--- src/rtl/fp16_pkg.sv ---
// Shared FP16 field widths, constants, controller state encoding and the
// operand classifier used to short-circuit special values.
package fp16_pkg;

  localparam int EXP_W  = 5;
  localparam int FRAC_W = 10;
  localparam int MANT_W = 14;

  localparam logic [15:0]      FP16_QNAN = 16'h7E00;
  localparam logic [15:0]      FP16_PINF = 16'h7C00;
  localparam logic [15:0]      FP16_NINF = 16'hFC00;
  localparam logic [EXP_W-1:0] EXP_MAX   = 5'd31;

  typedef enum logic [2:0] {
    ST_IDLE,
    ST_ALIGN,
    ST_ADD,
    ST_NORM,
    ST_DONE
  } state_e;

  typedef struct packed {
    logic        special;
    logic [15:0] q;
  } special_t;

  // exp==0 counts as zero whatever the fraction holds, so subnormals flush here.
  function automatic special_t classify(input logic [15:0] a, input logic [15:0] b);
    special_t r;
    logic a_zero, b_zero, a_inf, b_inf, a_nan, b_nan;
    a_zero = (a[14:10] == '0);
    b_zero = (b[14:10] == '0);
    a_inf  = (a[14:10] == EXP_MAX) && (a[9:0] == '0);
    b_inf  = (b[14:10] == EXP_MAX) && (b[9:0] == '0);
    a_nan  = (a[14:10] == EXP_MAX) && (a[9:0] != '0);
    b_nan  = (b[14:10] == EXP_MAX) && (b[9:0] != '0);
    r.special = 1'b1;
    r.q       = FP16_QNAN;
    if (a_nan || b_nan)                       r.q = FP16_QNAN;
    else if (a_inf && b_inf && (a[15] != b[15])) r.q = FP16_QNAN;
    else if (a_inf)                           r.q = a;
    else if (b_inf)                           r.q = b;
    else if (a_zero && b_zero)                r.q = {a[15] & b[15], 15'b0};
    else if (a_zero)                          r.q = b;
    else if (b_zero)                          r.q = a;
    else                                      r.special = 1'b0;
    return r;
  endfunction

endpackage

--- src/rtl/fp16_align_swap.sv ---
// Orders two normal FP16 operands by magnitude and right-aligns the smaller
// significand to the larger exponent. Shifted-out bits are simply dropped.
module fp16_align_swap
  import fp16_pkg::*;
#(
  parameter int GUARD_BITS = 3,
  parameter int SAT_SHIFT  = 14
) (
  input  logic [15:0]             a_i,
  input  logic [15:0]             b_i,
  output logic [11+GUARD_BITS-1:0] big_m_o,
  output logic [11+GUARD_BITS-1:0] small_m_o,
  output logic [EXP_W-1:0]        exp_big_o,
  output logic                    sign_o,
  output logic                    eff_sub_o
);

  localparam int MW = 11 + GUARD_BITS;

  logic              a_big;
  logic [EXP_W-1:0]  small_exp;
  logic [FRAC_W-1:0] big_frac, small_frac;
  logic [EXP_W-1:0]  shift;
  logic [MW-1:0]     small_full;

  always_comb begin
    // Exact magnitude tie keeps A as the big operand.
    a_big      = (a_i[14:0] >= b_i[14:0]);
    exp_big_o  = a_big ? a_i[14:10] : b_i[14:10];
    small_exp  = a_big ? b_i[14:10] : a_i[14:10];
    big_frac   = a_big ? a_i[9:0]   : b_i[9:0];
    small_frac = a_big ? b_i[9:0]   : a_i[9:0];
    sign_o     = a_big ? a_i[15]    : b_i[15];
    eff_sub_o  = a_i[15] ^ b_i[15];
    shift      = exp_big_o - small_exp;
    big_m_o    = {1'b1, big_frac, {GUARD_BITS{1'b0}}};
    small_full = {1'b1, small_frac, {GUARD_BITS{1'b0}}};
    small_m_o  = (int'(shift) >= SAT_SHIFT) ? '0 : (small_full >> shift);
  end

endmodule

--- src/rtl/fp16_add_ctrl.sv ---
// Multi-cycle FP16 add/subtract controller: classify, align, add, then
// normalize one bit per cycle through a shared mantissa register. Truncating.
module fp16_add_ctrl
  import fp16_pkg::*;
#(
  parameter int GUARD_BITS = 3,
  parameter int SAT_SHIFT  = 14
) (
  input  logic        CLK,
  input  logic        RST_N,
  input  logic        IN_VALID,
  output logic        IN_READY,
  input  logic [15:0] IN_A,
  input  logic [15:0] IN_B,
  output logic        OUT_VALID,
  input  logic        OUT_READY,
  output logic [15:0] Q,
  output logic        BUSY,
  output state_e      DBG_STATE
);

  localparam int MW = 11 + GUARD_BITS;
  localparam int SW = MW + 1;

  // Handshakes: a transfer happens on a rising edge where valid and ready are
  // both high; IN_READY is high only in IDLE, OUT_VALID only in DONE.
  state_e           state_q;
  logic [15:0]      a_q, b_q;
  logic [MW-1:0]    big_q, small_q;
  logic [EXP_W-1:0] exp_q;
  logic             sign_q, sub_q;
  logic [SW-1:0]    sum_q;
  logic [15:0]      q_q;
  logic             out_valid_q;

  special_t         special_d;
  logic [MW-1:0]    al_big_m, al_small_m;
  logic [EXP_W-1:0] al_exp_big;
  logic             al_sign, al_sub;
  logic [SW-1:0]    sum_d;
  logic [EXP_W-1:0] exp_inc_d, exp_dec_d;

  fp16_align_swap #(
    .GUARD_BITS(GUARD_BITS),
    .SAT_SHIFT (SAT_SHIFT)
  ) u_align (
    .a_i      (a_q),
    .b_i      (b_q),
    .big_m_o  (al_big_m),
    .small_m_o(al_small_m),
    .exp_big_o(al_exp_big),
    .sign_o   (al_sign),
    .eff_sub_o(al_sub)
  );

  always_comb begin
    special_d = classify(IN_A, IN_B);
    // big >= small by construction, so the difference never wraps.
    sum_d     = sub_q ? ({1'b0, big_q} - {1'b0, small_q})
                      : ({1'b0, big_q} + {1'b0, small_q});
    exp_inc_d = exp_q + 5'd1;
    exp_dec_d = exp_q - 5'd1;
  end

  always_ff @(posedge CLK or negedge RST_N) begin
    if (!RST_N) begin
      state_q     <= ST_IDLE;
      a_q         <= '0;
      b_q         <= '0;
      big_q       <= '0;
      small_q     <= '0;
      exp_q       <= '0;
      sign_q      <= 1'b0;
      sub_q       <= 1'b0;
      sum_q       <= '0;
      q_q         <= '0;
      out_valid_q <= 1'b0;
    end else begin
      case (state_q)
        ST_IDLE: begin
          if (IN_VALID) begin
            a_q <= IN_A;
            b_q <= IN_B;
            if (special_d.special) begin
              q_q         <= special_d.q;
              out_valid_q <= 1'b1;
              state_q     <= ST_DONE;
            end else begin
              state_q <= ST_ALIGN;
            end
          end
        end
        ST_ALIGN: begin
          big_q   <= al_big_m;
          small_q <= al_small_m;
          exp_q   <= al_exp_big;
          sign_q  <= al_sign;
          sub_q   <= al_sub;
          state_q <= ST_ADD;
        end
        ST_ADD: begin
          sum_q <= sum_d;
          if (sum_d == '0) begin
            q_q         <= 16'h0000;
            out_valid_q <= 1'b1;
            state_q     <= ST_DONE;
          end else begin
            state_q <= ST_NORM;
          end
        end
        ST_NORM: begin
          if (sum_q[SW-1]) begin
            // Carry: the right shift always lands the leading one on the
            // hidden bit, so the result is emitted in the same cycle.
            out_valid_q <= 1'b1;
            state_q     <= ST_DONE;
            if (exp_inc_d == EXP_MAX) q_q <= {sign_q, EXP_MAX, {FRAC_W{1'b0}}};
            else                      q_q <= {sign_q, exp_inc_d, sum_q[SW-2 -: FRAC_W]};
          end else if (sum_q[SW-2]) begin
            q_q         <= {sign_q, exp_q, sum_q[SW-3 -: FRAC_W]};
            out_valid_q <= 1'b1;
            state_q     <= ST_DONE;
          end else begin
            sum_q <= sum_q << 1;
            exp_q <= exp_dec_d;
            if (exp_dec_d == '0) begin
              q_q         <= {sign_q, 15'b0};
              out_valid_q <= 1'b1;
              state_q     <= ST_DONE;
            end
          end
        end
        ST_DONE: begin
          if (OUT_READY) begin
            out_valid_q <= 1'b0;
            state_q     <= ST_IDLE;
          end
        end
        default: begin
          out_valid_q <= 1'b0;
          state_q     <= ST_IDLE;
        end
      endcase
    end
  end

  assign IN_READY  = (state_q == ST_IDLE);
  assign BUSY      = (state_q != ST_IDLE);
  assign OUT_VALID = out_valid_q;
  assign Q         = q_q;
  assign DBG_STATE = state_q;

endmodule
--- config.mk ---
export PLATFORM = sky130hd
export DESIGN_NAME = fp16_add_ctrl
export DESIGN_NICKNAME = d
export VERILOG_FILES = /design/src/rtl/fp16_pkg.sv /design/src/rtl/fp16_align_swap.sv /design/src/rtl/fp16_add_ctrl.sv
export SDC_FILE = /design/constraint.sdc
export NUM_CORES = 1
export LEC_CHECK = 0
export ABC_AREA = 1
export BUFFER_PORTS_ARGS = -buffer_cell sky130_fd_sc_hd__buf_4
export CAP_MARGIN = 20
export CORE_AREA = 5 5 137 139
export CTS_BUF_LIST = sky130_fd_sc_hd__clkbuf_4
export DETAILED_ROUTE_END_ITERATION = 8
export DIE_AREA = 0 0 142 144
export GPL_TIMING_DRIVEN = 0
export PLACE_DENSITY_LB_ADDON = 0.25
export SETUP_SLACK_MARGIN = 0.3
export SYNTH_ARGS = -nofsm -noshare
export SYNTH_HDL_FRONTEND = slang
export SYNTH_SLANG_ARGS = --single-unit
--- constraint.sdc ---
create_clock -name CLK -period 4.86 [get_ports CLK]
set_clock_uncertainty 0.05 [all_clocks]
set_input_delay 0.486 -clock CLK [delete_from_list [all_inputs] [get_ports CLK]]
set_output_delay 0.486 -clock CLK [all_outputs]
set_load 0.05 [all_outputs]
==> results.json <==
{
  "status": "finished, final reports clean",
  "finalSetupTns_ns": 0,
  "r2r-start": "a_q[10]",
  "worstMarginPinSlew_ns": 0.663,
  "yosysTopAreaCell": "dfrtp_1",
  "ys_top_cells_by_area": "dfrtp_1 (33%), nand2_1 (16%), nand3_1 (8.1%)",
  "worstSetupPathType": "reg -> reg",
  "grt_pass1_vias": 7326,
  "worstHoldStart": "OUT_READY",
  "whs_path_depth": 4,
  "row_count": 49,
  "layout.nets": 1291,
  "layout_min_cycle_time_ns": 3.28,
  "avgSynthCellArea_um2": 6.68,
  "cts_buffers": 9,
  "drv_cap": 0,
  "fin_crit_sh_pct": 67.4,
  "grt_usage_pct": 22.2,
  "final_hold_viol_count": 0,
  "hp-class": "in -> reg",
  "yosysTopAreaCellShare_pct": 32.5,
  "via_count": 7776,
  "synth-seq-cells": 99,
  "root_buffer": "clkbuf_4",
  "critPathArrivalTime_ns": 3.61,
  "synth_warnings": 0,
  "grt_start_max_net_pins": 60,
  "cts.repair.resized": 0,
  "clk_pin_slew_worst_paths_ns": 0.16,
  "slew_headroom_pct": 55.5,
  "seq_area_mm2": 0.00248,
  "die_area_mm2": 0.0204,
  "detail-route-antenna-nets": 0,
  "rsz0062_at_grt": "false",
  "die_w_um": 142,
  "grt-ovfl-total": 0,
  "reg2reg_to": "small_q[1]",
  "seq_area_frac_synth_pct": 32.5,
  "synth_edf_count": 0,
  "syn_area_mm2": 0.00762,
  "synth_cell_type_count": 47,
  "slew_violations": 0,
  "clock_sinks": 99,
  "numPortBuffers": 57,
  "fill_cells": 1915,
  "wl_mm": 22.5,
  "start_util_pct": 43.4,
  "pin_count": 58,
  "final_common_cell": "nand2_1",
  "end_kind": "register",
  "synthArstFlopShare_pct": 100,
  "max_freq_ghz": 0.305,
  "reg2regPathDepth": 21,
  "core-area_mm2": 0.0175,
  "multi_input_area_mm2": 0.00436,
  "critPathMaxFanout": 10,
  "ys.flop_type": "dfrtp_1",
  "hold_path_end": "DBG_STATE[2]",
  "drive_gt1_share_pct": 10.5,
  "startpoint": "a_q[10]",
  "grt_antenna_before_repair": 1,
  "startpoint_type": "register",
  "hpwl_mm": 18.3,
  "final-setup-viol-count": 0,
  "critical_path_required_ns": 5.19,
  "tritoncts": "done",
  "cts_buffer_depth": 2,
  "avgViaCountPerCell": 5.39,
  "clock_latency_ns": 0.49,
  "drc": 0,
  "drtIter0Drc": 682,
  "r2r_slack_ns": 1.58,
  "gp_congestion": 1.06,
  "most-common-layout-cells": "nand2_1 (324), inv_1 (144), nand3_1 (123)",
  "postSynthCellCount": 1140,
  "htreeDepth": 3,
  "grt_pass1_wl_mm": 36.4,
  "syn_nets": 1221,
  "dr.pass1.iters": 6,
  "syn_to_final_growth_pct": 12.0,
  "die_h_um": 144,
  "wl_per_cell_um": 15.6
}
how the worst max path moves through the flow:
stage                             to  cells past startpoint  slack [ns]
after CTS                 small_q[2]                     21        1.60
after floorplan           small_q[1]                     21        2.16
after global routing      small_q[1]                     21        1.30
after detailed placement  small_q[2]                     21        1.65
after global placement    small_q[2]                     21        1.65
final                     small_q[1]                     21        1.58
synth_stat cells (2+ instances only):
master	number
a211oi_1	2
nand3_1	123
o22ai_1	17
nand3b_1	4
xor2_1	9
inv_2	9
o21ai_0	82
ha_1	44
xnor2_1	3
a21oi_1	58
or2_2	4
nor2_1	72
nand3_2	4
nand2_2	4
inv_1	144
o21ai_1	15
dfrtp_1	99
a32oi_1	2
a21oi_2	3
buf_4	5
o31ai_1	2
nor3_1	10
buf_2	12
o221ai_1	6
nor2_2	6
nand4_1	22
a22oi_1	6
nand2_1	324
clkbuf_1	22
a31oi_1	5
nand2_4	2
o211ai_1	4
o21bai_1	2
stage by stage:
step | utilization [%] | std cells | instance area (um2) | setup WS (ns) | hold slack, ns
CTS | 48.6 | 1443 | 8530 | 1.60 | 0.183
finish | 48.7 | 1444 | 8530 | 1.58 | 0.210
floorplan | - | 1140 | 7620 | 2.16 | 0.140
global placement | 47.5 | 1426 | 8330 | 1.65 | 0.409
global route | 48.7 | 1444 | 8530 | 1.30 | 0.219
detailed placement | 47.7 | 1427 | 8360 | 1.65 | 0.410
registers in the layout, summed over array words and instances, names as in the netlist:
| signal | cells |
|---|---|
| small_q | 14 |
| OUT_VALID | 1 |
| sign_q | 1 |
| big_q | 11 |
| exp_q | 5 |
| sum_q | 15 |
| DBG_STATE | 3 |
| b_q | 16 |
| Q | 16 |
| a_q | 16 |
| sub_q | 1 |
final cells by class:
cell class	count	area share, %
tap	229	3.36
timing repair buffer	59	5.46
buffer	42	2.35
multi-input combinational	845	51.1
clock inverter	6	1.06
sequential	99	29.0
antenna	1	0.0293
inverter	154	6.78
clock buffer	9	0.792
per-layer routing:
metal	GRT usage (%)	wire, um	up-vias
li1	-	-	3883
met1	30.8	10300	3584
met2	35.5	10200	267
met3	3.21	1320	42
met4	7.73	683	0
met5	0	0	-
cell families after synthesis:
kind of cell	after synthesis	synth area share, %
and+or+nand+nor	578	32.7
muxes	1	0.148
xor gates and xnor gates	13	1.59
buffers and inverters	196	10.2
AOI/OAI and AO/OA	208	15.3
adders and majority gates	45	7.49
DFF	99	32.5
worst max-delay path: stages (launching register included):
cell and delay [ns]:
dfrtp_1 0.46, ha_1 0.30, buf_2 0.17, nand2_2 0.08
inv_2 0.03, nand2_1 0.05, nand2_1 0.04, nand2_1 0.08
inv_1 0.04, nor2_1 0.24, nand3_1 0.15, nand3_1 0.14
ha_1 0.29, inv_1 0.09, clkbuf_1 0.33, nand3_1 0.12
nand2_1 0.11, nand2_1 0.05, nand2_1 0.09, nand2_1 0.06
nand4_1 0.11, nand2_1 0.07
timing repair:
item                                   4_1_cts  5_1_grt
endpoints found under the hold margin       40        0
setup buffers                                0        0
setup endpoints to repair                    0        0
hold buffers                                 1        0
Power is not shown: default switching activity piles up to over one toggle a cycle in this logic, so the estimate is an artifact.
